`src/rtl/ntt_sched.sv`:
```
// ntt_sched: address/control sequencer for a single Kyber butterfly unit running
// an in-place forward NTT (op=0) or inverse NTT (op=1) over one 256-coefficient
// polynomial RAM.
//
// Each run issues 7 layers of 128 butterflies. Within a layer there is one
// butterfly per cycle with no bubbles. Between layers, PIPE = RD_LAT + BU_LAT
// idle cycles let the last write of a layer retire before the next layer reads.
// Write addresses are the read addresses delayed by PIPE cycles.
//
// Ports:
//   clk, rst_n            clock (rising edge), asynchronous active-low reset
//   start, op             run request (sampled only when idle) and NTT/INTT select
//   busy, done            run in progress / one-cycle completion pulse
//   rd_en                 read both RAM ports this cycle
//   rd_addr_u, rd_addr_t  u operand (j) and t operand (j+len) addresses
//   zeta_addr             twiddle ROM index, valid with rd_en
//   bu_mode               butterfly mode: 0 = CT (NTT), 1 = GS (INTT)
//   wr_en                 write BU outputs back
//   wr_addr_u, wr_addr_t  write-back addresses (delayed read addresses)
module ntt_sched #(
  parameter int RD_LAT = 1,
  parameter int BU_LAT = 5
) (
  input  logic       clk,
  input  logic       rst_n,
  input  logic       start,
  input  logic       op,
  output logic       busy,
  output logic       done,
  output logic       rd_en,
  output logic [7:0] rd_addr_u,
  output logic [7:0] rd_addr_t,
  output logic [6:0] zeta_addr,
  output logic [1:0] bu_mode,
  output logic       wr_en,
  output logic [7:0] wr_addr_u,
  output logic [7:0] wr_addr_t
);

  localparam int PIPE  = RD_LAT + BU_LAT;
  localparam int CNT_W = (PIPE > 1) ? $clog2(PIPE) : 1;
  localparam logic [CNT_W-1:0] CNT_LAST = CNT_W'(PIPE - 1);
  localparam int DL_W  = 17;

  typedef enum logic [1:0] {S_IDLE, S_ISSUE, S_DRAIN, S_DONE} state_t;

  state_t           r_state;
  state_t           w_state_nxt;
  logic             r_op;
  logic [2:0]       r_layer;
  logic [6:0]       r_b;
  logic [CNT_W-1:0] r_cnt;

  logic             w_issue;
  logic             w_busy;
  logic             w_done;
  logic             w_last_b;
  logic             w_last_cnt;
  logic             w_last_layer;

  logic [2:0]       w_lg;
  logic [3:0]       w_lg1;
  logic [7:0]       w_b8;
  logic [7:0]       w_len;
  logic [7:0]       w_g;
  logic [7:0]       w_off;
  logic [7:0]       w_j;
  logic [6:0]       w_zeta;
  logic [7:0]       w_addr_u;
  logic [7:0]       w_addr_t;
  logic [6:0]       w_zeta_g;

  logic [DL_W-1:0]  r_dl_p [PIPE];

  assign w_last_b     = (r_b == 7'd127);
  assign w_last_cnt   = (r_cnt == CNT_LAST);
  assign w_last_layer = (r_layer == 3'd6);

  // FSM state register
  always_ff @(posedge clk or negedge rst_n) begin
    if (!rst_n) r_state <= S_IDLE;
    else        r_state <= w_state_nxt;
  end

  // FSM next-state logic
  always_comb begin
    w_state_nxt = r_state;
    case (r_state)
      S_IDLE:  if (start) w_state_nxt = S_ISSUE;
      S_ISSUE: if (w_last_b) w_state_nxt = S_DRAIN;
      S_DRAIN: if (w_last_cnt) w_state_nxt = w_last_layer ? S_DONE : S_ISSUE;
      S_DONE:  w_state_nxt = S_IDLE;
      default: w_state_nxt = S_IDLE;
    endcase
  end

  // FSM outputs
  always_comb begin
    w_issue = 1'b0;
    w_busy  = 1'b0;
    w_done  = 1'b0;
    case (r_state)
      S_ISSUE: begin w_issue = 1'b1; w_busy = 1'b1; end
      S_DRAIN: w_busy = 1'b1;
      S_DONE:  begin w_busy = 1'b1; w_done = 1'b1; end
      default: ;
    endcase
  end

  // Layer / butterfly / drain counters; op is captured only when a run starts,
  // so bu_mode cannot change mid-run.
  always_ff @(posedge clk or negedge rst_n) begin
    if (!rst_n) begin
      r_op    <= 1'b0;
      r_layer <= 3'd0;
      r_b     <= 7'd0;
      r_cnt   <= '0;
    end else begin
      case (r_state)
        S_IDLE: begin
          if (start) begin
            r_op    <= op;
            r_layer <= 3'd0;
            r_b     <= 7'd0;
            r_cnt   <= '0;
          end
        end
        S_ISSUE: r_b <= r_b + 7'd1;  // wraps to 0 after 127, ready for next layer
        S_DRAIN: begin
          if (w_last_cnt) begin
            r_cnt   <= '0;
            r_layer <= r_layer + 3'd1;
          end else begin
            r_cnt   <= r_cnt + CNT_W'(1);
          end
        end
        default: ;
      endcase
    end
  end

  // Address generation. lg = log2(len): NTT halves len each layer, INTT doubles it.
  // j inserts a zero bit at position lg into b, which selects the lower half of
  // each 2*len block; t sits len above it.
  always_comb begin
    w_lg     = r_op ? (r_layer + 3'd1) : (3'd7 - r_layer);
    w_lg1    = {1'b0, w_lg} + 4'd1;
    w_b8     = {1'b0, r_b};
    w_len    = 8'd1 << w_lg;
    w_g      = w_b8 >> w_lg;
    w_off    = w_b8 & (w_len - 8'd1);
    w_j      = (w_g << w_lg1) | w_off;
    w_zeta_g = w_g[6:0];
    // Forward twiddles ascend 1..127 across the run, inverse ones descend 127..1.
    if (r_op) w_zeta = 7'((9'd256 >> w_lg) - 9'd1 - {2'b00, w_zeta_g});
    else      w_zeta = 7'((8'd128 >> w_lg) + {1'b0, w_zeta_g});
  end

  // Addresses are forced to zero outside ISSUE so idle outputs stay quiet.
  assign w_addr_u = w_issue ? w_j : 8'd0;
  assign w_addr_t = w_issue ? (w_j + w_len) : 8'd0;

  // Write-back delay line: matches RAM read latency plus BU latency. Cleared on
  // reset so writes in flight are dropped immediately.
  always_ff @(posedge clk or negedge rst_n) begin
    if (!rst_n) begin
      for (int i = 0; i < PIPE; i++) r_dl_p[i] <= '0;
    end else begin
      r_dl_p[0] <= {w_issue, w_addr_u, w_addr_t};
      for (int i = 1; i < PIPE; i++) r_dl_p[i] <= r_dl_p[i-1];
    end
  end

  assign busy      = w_busy;
  assign done      = w_done;
  assign rd_en     = w_issue;
  assign rd_addr_u = w_addr_u;
  assign rd_addr_t = w_addr_t;
  assign zeta_addr = w_issue ? w_zeta : 7'd0;
  assign bu_mode   = {1'b0, r_op};
  assign {wr_en, wr_addr_u, wr_addr_t} = r_dl_p[PIPE-1];

endmodule

```
`config.mk`:
```
export PLATFORM = sky130hd
export DESIGN_NAME = ntt_sched
export DESIGN_NICKNAME = d
export VERILOG_FILES = /design/src/rtl/ntt_sched.sv
export SDC_FILE = /design/constraint.sdc
export NUM_CORES = 1
export LEC_CHECK = 0
export CORE_AREA = 2 2 107 109
export DETAILED_ROUTE_END_ITERATION = 16
export DIE_AREA = 0 0 109 111
export PLACE_DENSITY = 0.7
export SETUP_SLACK_MARGIN = 0.1
export SLEW_MARGIN = 20
export SYNTH_ARGS = -nofsm -noshare
export SYNTH_HDL_FRONTEND = slang
export SYNTH_SLANG_ARGS = --single-unit
```
`constraint.sdc`:
```
create_clock -name clk -period 6.2 [get_ports clk]
set_clock_uncertainty 0.05 [all_clocks]
set_input_delay 1.24 -clock clk [delete_from_list [all_inputs] [get_ports clk]]
set_output_delay 1.24 -clock clk [all_outputs]
set_load 0.02 [all_outputs]
```
# Yosys cells after proc, flatten, opt, wreduce, memory -nomap -nowiden
# Cells that the tools add are included.
[word_totals]
inputBits = 4
reg_bits = 118
output_inout_bits = 45
[op_classes]
shift = 5
bitwise = 2
n_reduce_logical = 9
eq_ne = 9
addsub = 10
muxes = 20
[ops]
columns = ["op", "count"]
rows = [
  ["7-bit 2-to-1 mux", 3],
  ["8-bit 2-to-1 mux", 2],
  ["7-bit case mux with 2 select lines", 1],
  ["3-bit 2-to-1 mux", 4],
  ["3-bit case mux with 2 select lines", 2],
  ["9-bit by 3-bit right shift with 7-bit output (first input constant)", 1],
  ["8-bit adder", 1],
  ["7-bit by 8-bit bitwise AND with 8-bit output", 1],
  ["2-bit 2-to-1 mux", 4],
  ["8-bit OR", 1],
  ["2-bit case mux with 4 select lines", 1],
  ["1-bit by 3-bit left shift with 8-bit output (first input constant)", 1],
  ["8-bit by 4-bit left shift with 8-bit output", 1],
  ["7-bit by 3-bit right shift with 8-bit output", 1],
  ["8-bit by 3-bit right shift with 7-bit output (first input constant)", 1],
  ["8-bit by 1-bit subtractor with 8-bit output (second input constant)", 1],
  ["7-bit by 1-bit adder with 7-bit output (second input constant)", 1],
  ["7-bit adder", 1],
  ["7-bit == test (second input constant)", 1],
  ["7-bit by 1-bit subtractor with 7-bit output (second input constant)", 1],
  ["7-bit subtractor", 1],
  ["3-bit by 1-bit adder with 3-bit output (second input constant)", 2],
  ["3-bit == test (second input constant)", 2],
  ["2-bit != test (second input constant)", 3],
  ["10 further kinds", 17],
]

# Depth between registers and ports, before layout
[logic_depth]
depth_word = 8
mapped_depth = 22

# Worst setup path after synthesis
# OpenSTA, ideal clock, no wires.
[synth_path]
kind = "register to output"
start = "register r_layer[0]"
end = "output rd_addr_t[7]"
n_path_buf = 4
required_time_ns = 4.910
slack_ns = 0.171
path_stages_with_launch = 21
arrival_time_ns = 4.739
path_cell_list = "dfrtp_1 > buf_2 > buf_2 > clkinv_1 > ha_1 > mux2_4 > buf_6 > nor2_1 > ha_1 > clkbuf_1 > nand2b_1 > nor2_1 > a21oi_1 > inv_1 > ha_1 > a21o_1 > a21oi_1 > o21ai_0 > o41ai_1 > nand3_1 > o211ai_1"
[synth_via]
elab_chain_cells = 8
elab_cells_between_ends = 12
[synth_lines]
columns = ["item", "line_no", "source"]
rows = [
  ["from (decl)", "50", "logic [2:0] r_layer;"],
  ["from (signal assigned)", "132", "r_layer <= r_layer + 3'd1;"],
  ["3-bit subtractor or 3-bit by 1-bit adder with 3-bit output (tied branches)", "146", "w_lg = r_op ? (r_layer + 3'd1) : (3'd7 - r_layer);"],
  ["3-bit 2-to-1 mux (*)", "146", ""],
  ["1-bit by 3-bit left shift with 8-bit output", "149", "w_len = 8'd1 << w_lg;"],
  ["8-bit by 1-bit subtractor with 8-bit output", "151", "w_off = w_b8 & (w_len - 8'd1);"],
  ["7-bit by 8-bit bitwise AND with 8-bit output", "151", ""],
  ["8-bit OR", "152", "w_j = (w_g << w_lg1) | w_off;"],
  ["8-bit adder (*)", "161", "assign w_addr_t = w_issue ? (w_j + w_len) : 8'd0;"],
  ["8-bit 2-to-1 mux (*)", "161", ""],
  ["to (decl)", "32", "output logic [7:0] rd_addr_t,"],
]
# Every way passes the cells marked *; elsewhere a longest branch is shown, timed or not.

# Final worst setup path
[layout_path]
start = "register r_layer[0]"
end = "output zeta_addr[6]"
[layout_via]
elab_chain_cells = 7
elab_cells_between_ends = 11
[layout_lines]
columns = ["item", "line_no", "source"]
rows = [
  ["3-bit subtractor or 3-bit by 1-bit adder with 3-bit output (tied branches)", "146", ""],
  ["3-bit 2-to-1 mux (*)", "146", ""],
  ["9-bit by 3-bit right shift with 7-bit output", "155", "if (r_op) w_zeta = 7'((9'd256 >> w_lg) - 9'd1 - {2'b00, w_zeta_g});"],
  ["7-bit by 1-bit subtractor with 7-bit output", "155", ""],
  ["7-bit subtractor", "155", ""],
  ["7-bit 2-to-1 mux (*)", "155", ""],
  ["7-bit 2-to-1 mux (*)", "179", "assign zeta_addr = w_issue ? w_zeta : 7'd0;"],
  ["to (decl)", "33", "output logic [6:0] zeta_addr,"],
]
# Marked as above.

==> key figures <==
Finish
  • FILL cells: 921
  • N_diodes: 0
  • Final nets: 537
  • Layout area overhead: 21.66%
  • Post-route cell area: 0.006507 mm²
  • Layout cells sized above 1: 0.1467

Pwr
  • Cell Int Power: 1.390 mW
  • Switch Pwr: 0.3306 mW
  • Lkg Pwr: 2.847 nW
  • Tot Pwr: 1.721 mW
  • PD cells: 264.4 mW/mm²
  • Part of the power in the clock network: 0.542
  • Max VDD drop: 156.6 µV
  • Combinational power share: 0.010
  • Sw frac: 0.1921
  • Seq pwr share: 0.448

Routing
  • Vias: 3,474
  • Via density: 5.256
  • DR pass1 iterations: 4
  • Final WL: 11,080 µm
  • Routed Antenna Nets: 0
  • Wire per inst: 16.76 µm
  • Initial DRC count: 130
  • Post-route DRC violation count: 0

Synthesis
  • Synth Register Bits: 118
  • Most frequent cell after synthesis: dfrtp_1
  • Synthesized area: 0.005349 mm²
  • Async S/R FF share, synth: 1.000
  • Synth area leader: dfrtp_1
  • Syn Inst Count: 462
  • Syn nets: 492
  • Number of synthesized flops with an enable pin: 0
  • Average size of a mapped cell: 11.58 µm²
  • Synth Flop Type: dfrtp_1
  • Share of the synthesized area in the top cell type: 0.5520
  • Yosys cell types: 65
  • Cells taking the most area after synthesis: dfrtp_1 55%, ha_1 5.4%, mux2i_1 3.0%, buf_4 2.7%, nor2_1 2.7%
  • Seq/Total Area, Yosys: 0.5520
  • Most frequent cells after synthesis: 118 x dfrtp_1, 38 x nor2_1, 30 x nand2_1, 23 x ha_1, 19 x buf_4
  • Synth warnings: 0

Global routing
  • Largest net degree at the start of global routing: 71
  • Initial antenna violation count: 0
  • Grt total ovfl: 0
  • Vias in the first global route: 3,582
  • First-pass GRT wire length: 18,060 µm
  • GRT Util Overall: 0.1963

Place
  • DP Area: 0.005872 mm²
  • Gpl congestion: 0.8584
  • Buffers on Ports: 47
  • Final HPWL DP: 7542 µm

Critical path
  • Worst path most repeated cell: ha_1
  • CP top delay family: adder cells
  • CP Class: reg2out
  • Slowest stage delay, CP: 620 ps
  • Startpoint types: flip-flop
  • Buf/Inv on CP: 3
  • Worst-path cell chain: clkinv_1 -> ha_1 -> mux2_4 -> mux2i_2 -> mux2i_4 -> inv_1 -> ha_1 -> fa_1 -> a21oi_1 -> o21ai_0 -> o22ai_1 -> nand2_1 -> xnor2_1 -> nand3b_1 -> a31oi_1 -> clkdlybuf4s50_1
  • Critical Path Fanout Max: 11
  • Required @ worst endpoint: 4910 ps
  • Worst EP arrival: 4550 ps
  • CP max-delay cell: clkdlybuf4s50_1
  • Critical Path Sink Type: primary output
  • Register-to-register setup slack: 2210 ps

Timing
  • Slew margin rel.: 0.4607
  • Slew at the pin closest to its max-slew limit: 808.9 ps
  • Final setup violation count: 0
  • Minimum clock period after layout: 5839 ps
  • Hold Violations, Final: 0
  • RSZ-0062 raised after global routing: yes
  • Final slew viol count: 0
  • Max Clock Freq: 171.3 MHz
  • Final period utilization: 0.9418
  • TNS Setup: 0 ps

Worst hold path
  • Hold Crit Class: reg2reg

Die
  • Die height: 111 µm
  • Core area: 0.01108 mm²
  • Die area: 0.01210 mm²
  • # IOs: 49
  • Initial Util: 0.4829
  • FP Rows: 39
  • Die span in x: 109 µm

Clocking
  • Clk sink count: 118
  • Clk slew on worst S/H paths: 50 ps
  • CTS root buffer: clkbuf_16
  • H-tree levels: 4
  • CTS max path bufs: 2
  • Cts bufs inserted: 17
  • TritonCTS clock tree: yes
  • Clock Latency Late Sink: 400 ps
  • Hold buffer count at cts: 0

Status
  • Run status: completed

Flow run
  • Max Cap Violations: 0
power groups by stage:
stage	logic, mW	clock network (mW)	registers, mW
after floorplan	0.00120	0	0.784
after global placement	0.0174	0	0.784
after detailed placement	0.0179	0	0.784
after CTS	0.0180	0.961	0.771
after global routing	0.0205	0.992	0.770
final	0.0166	0.933	0.771
layout by cell type, fill, tap and decap left out, drive strengths merged, types with 11 or more instances in the layout:
cell           Yosys  final
xor2              12     12
clkdlybuf4s50      0     43
ha                23     23
buf               27     19
nand2             30     30
and2              11     11
a21oi             15     15
mux2i             19     19
dfrtp            118    118
o21ai             20     20
nor2              40     40
inv               19     20
clkbuf            12     23
final timing paths:
path,from,to,cells past startpoint
worst min-delay path,r_dl_p[60]$_DFF_PN0_,r_dl_p[43]$_DFF_PN0_,0
min in group asynchronous,rst_n,r_dl_p[24]$_DFF_PN0_,1
worst max register to register,r_layer[1]$_DFFE_PN0P_,r_dl_p[92]$_DFF_PN0_,17
worst min register to register,r_dl_p[60]$_DFF_PN0_,r_dl_p[43]$_DFF_PN0_,0
max in group asynchronous,rst_n,r_dl_p[86]$_DFF_PN0_,2
worst max-delay path,r_layer[0]$_DFFE_PN0P_,zeta_addr[6],16
cell type report:
type,instances,area (µm²),share of cell area
clock buffer,22,474.2,0.07287
timing repair buffer,65,599.3,0.09210
multi-input combinational,284,2120,0.3257
clock inverter,8,98.84,0.01519
inverter,21,81.33,0.01250
sequential,118,2955,0.4541
tap,143,178.9,0.02749
metal layers:
layer,up-vias,wire [µm],global-route usage
met5,-,0,0
met4,0,198,0.07094
met3,19,421,0.04938
met2,77,5707,0.3275
met1,1709,4748,0.2446
li1,1669,-,-
flip-flops by register name, summed over array words and instances (netlist names):
name	flops
r_op	1
r_b	7
r_state	2
wr_addr_t	8
r_cnt	3
r_layer	3
wr_en	1
r_dl_p	85
wr_addr_u	8
cells by family (layout without fill, tap and decap cells):
group,count (synthesis),count (layout),synth area share
adder cells (fa/ha/maj),26,26,0.06503
multiplexers,27,27,0.06105
other,1,1,0.0007011
flip-flops,118,118,0.5520
AND/OR/NAND/NOR,124,124,0.1128
buffers and inverters,60,116,0.05895
XOR/XNOR,19,19,0.03462
AO/OA/AOI/OAI,87,87,0.1149
repair_timing:
item	4_1_cts	5_1_grt
resized for setup	6	10
setup endpoints to repair	2	5
pin swaps	0	0
buffers inserted	0	3
metrics by stage:
step | std cells | utilization | worst slack [ps] | hold WS, ps
after floorplan | 462 | - | 170.6 | 281.2
after global placement | 628 | 0.5301 | 322.8 | 281.4
after detailed placement | 628 | 0.5301 | 198.3 | 284.7
after CTS | 658 | 0.5831 | 232.4 | 292.2
after global routing | 661 | 0.5875 | 60.08 | 301.4
final | 661 | 0.5875 | 360.6 | 288.2
Power figures use the tool's default switching activity.
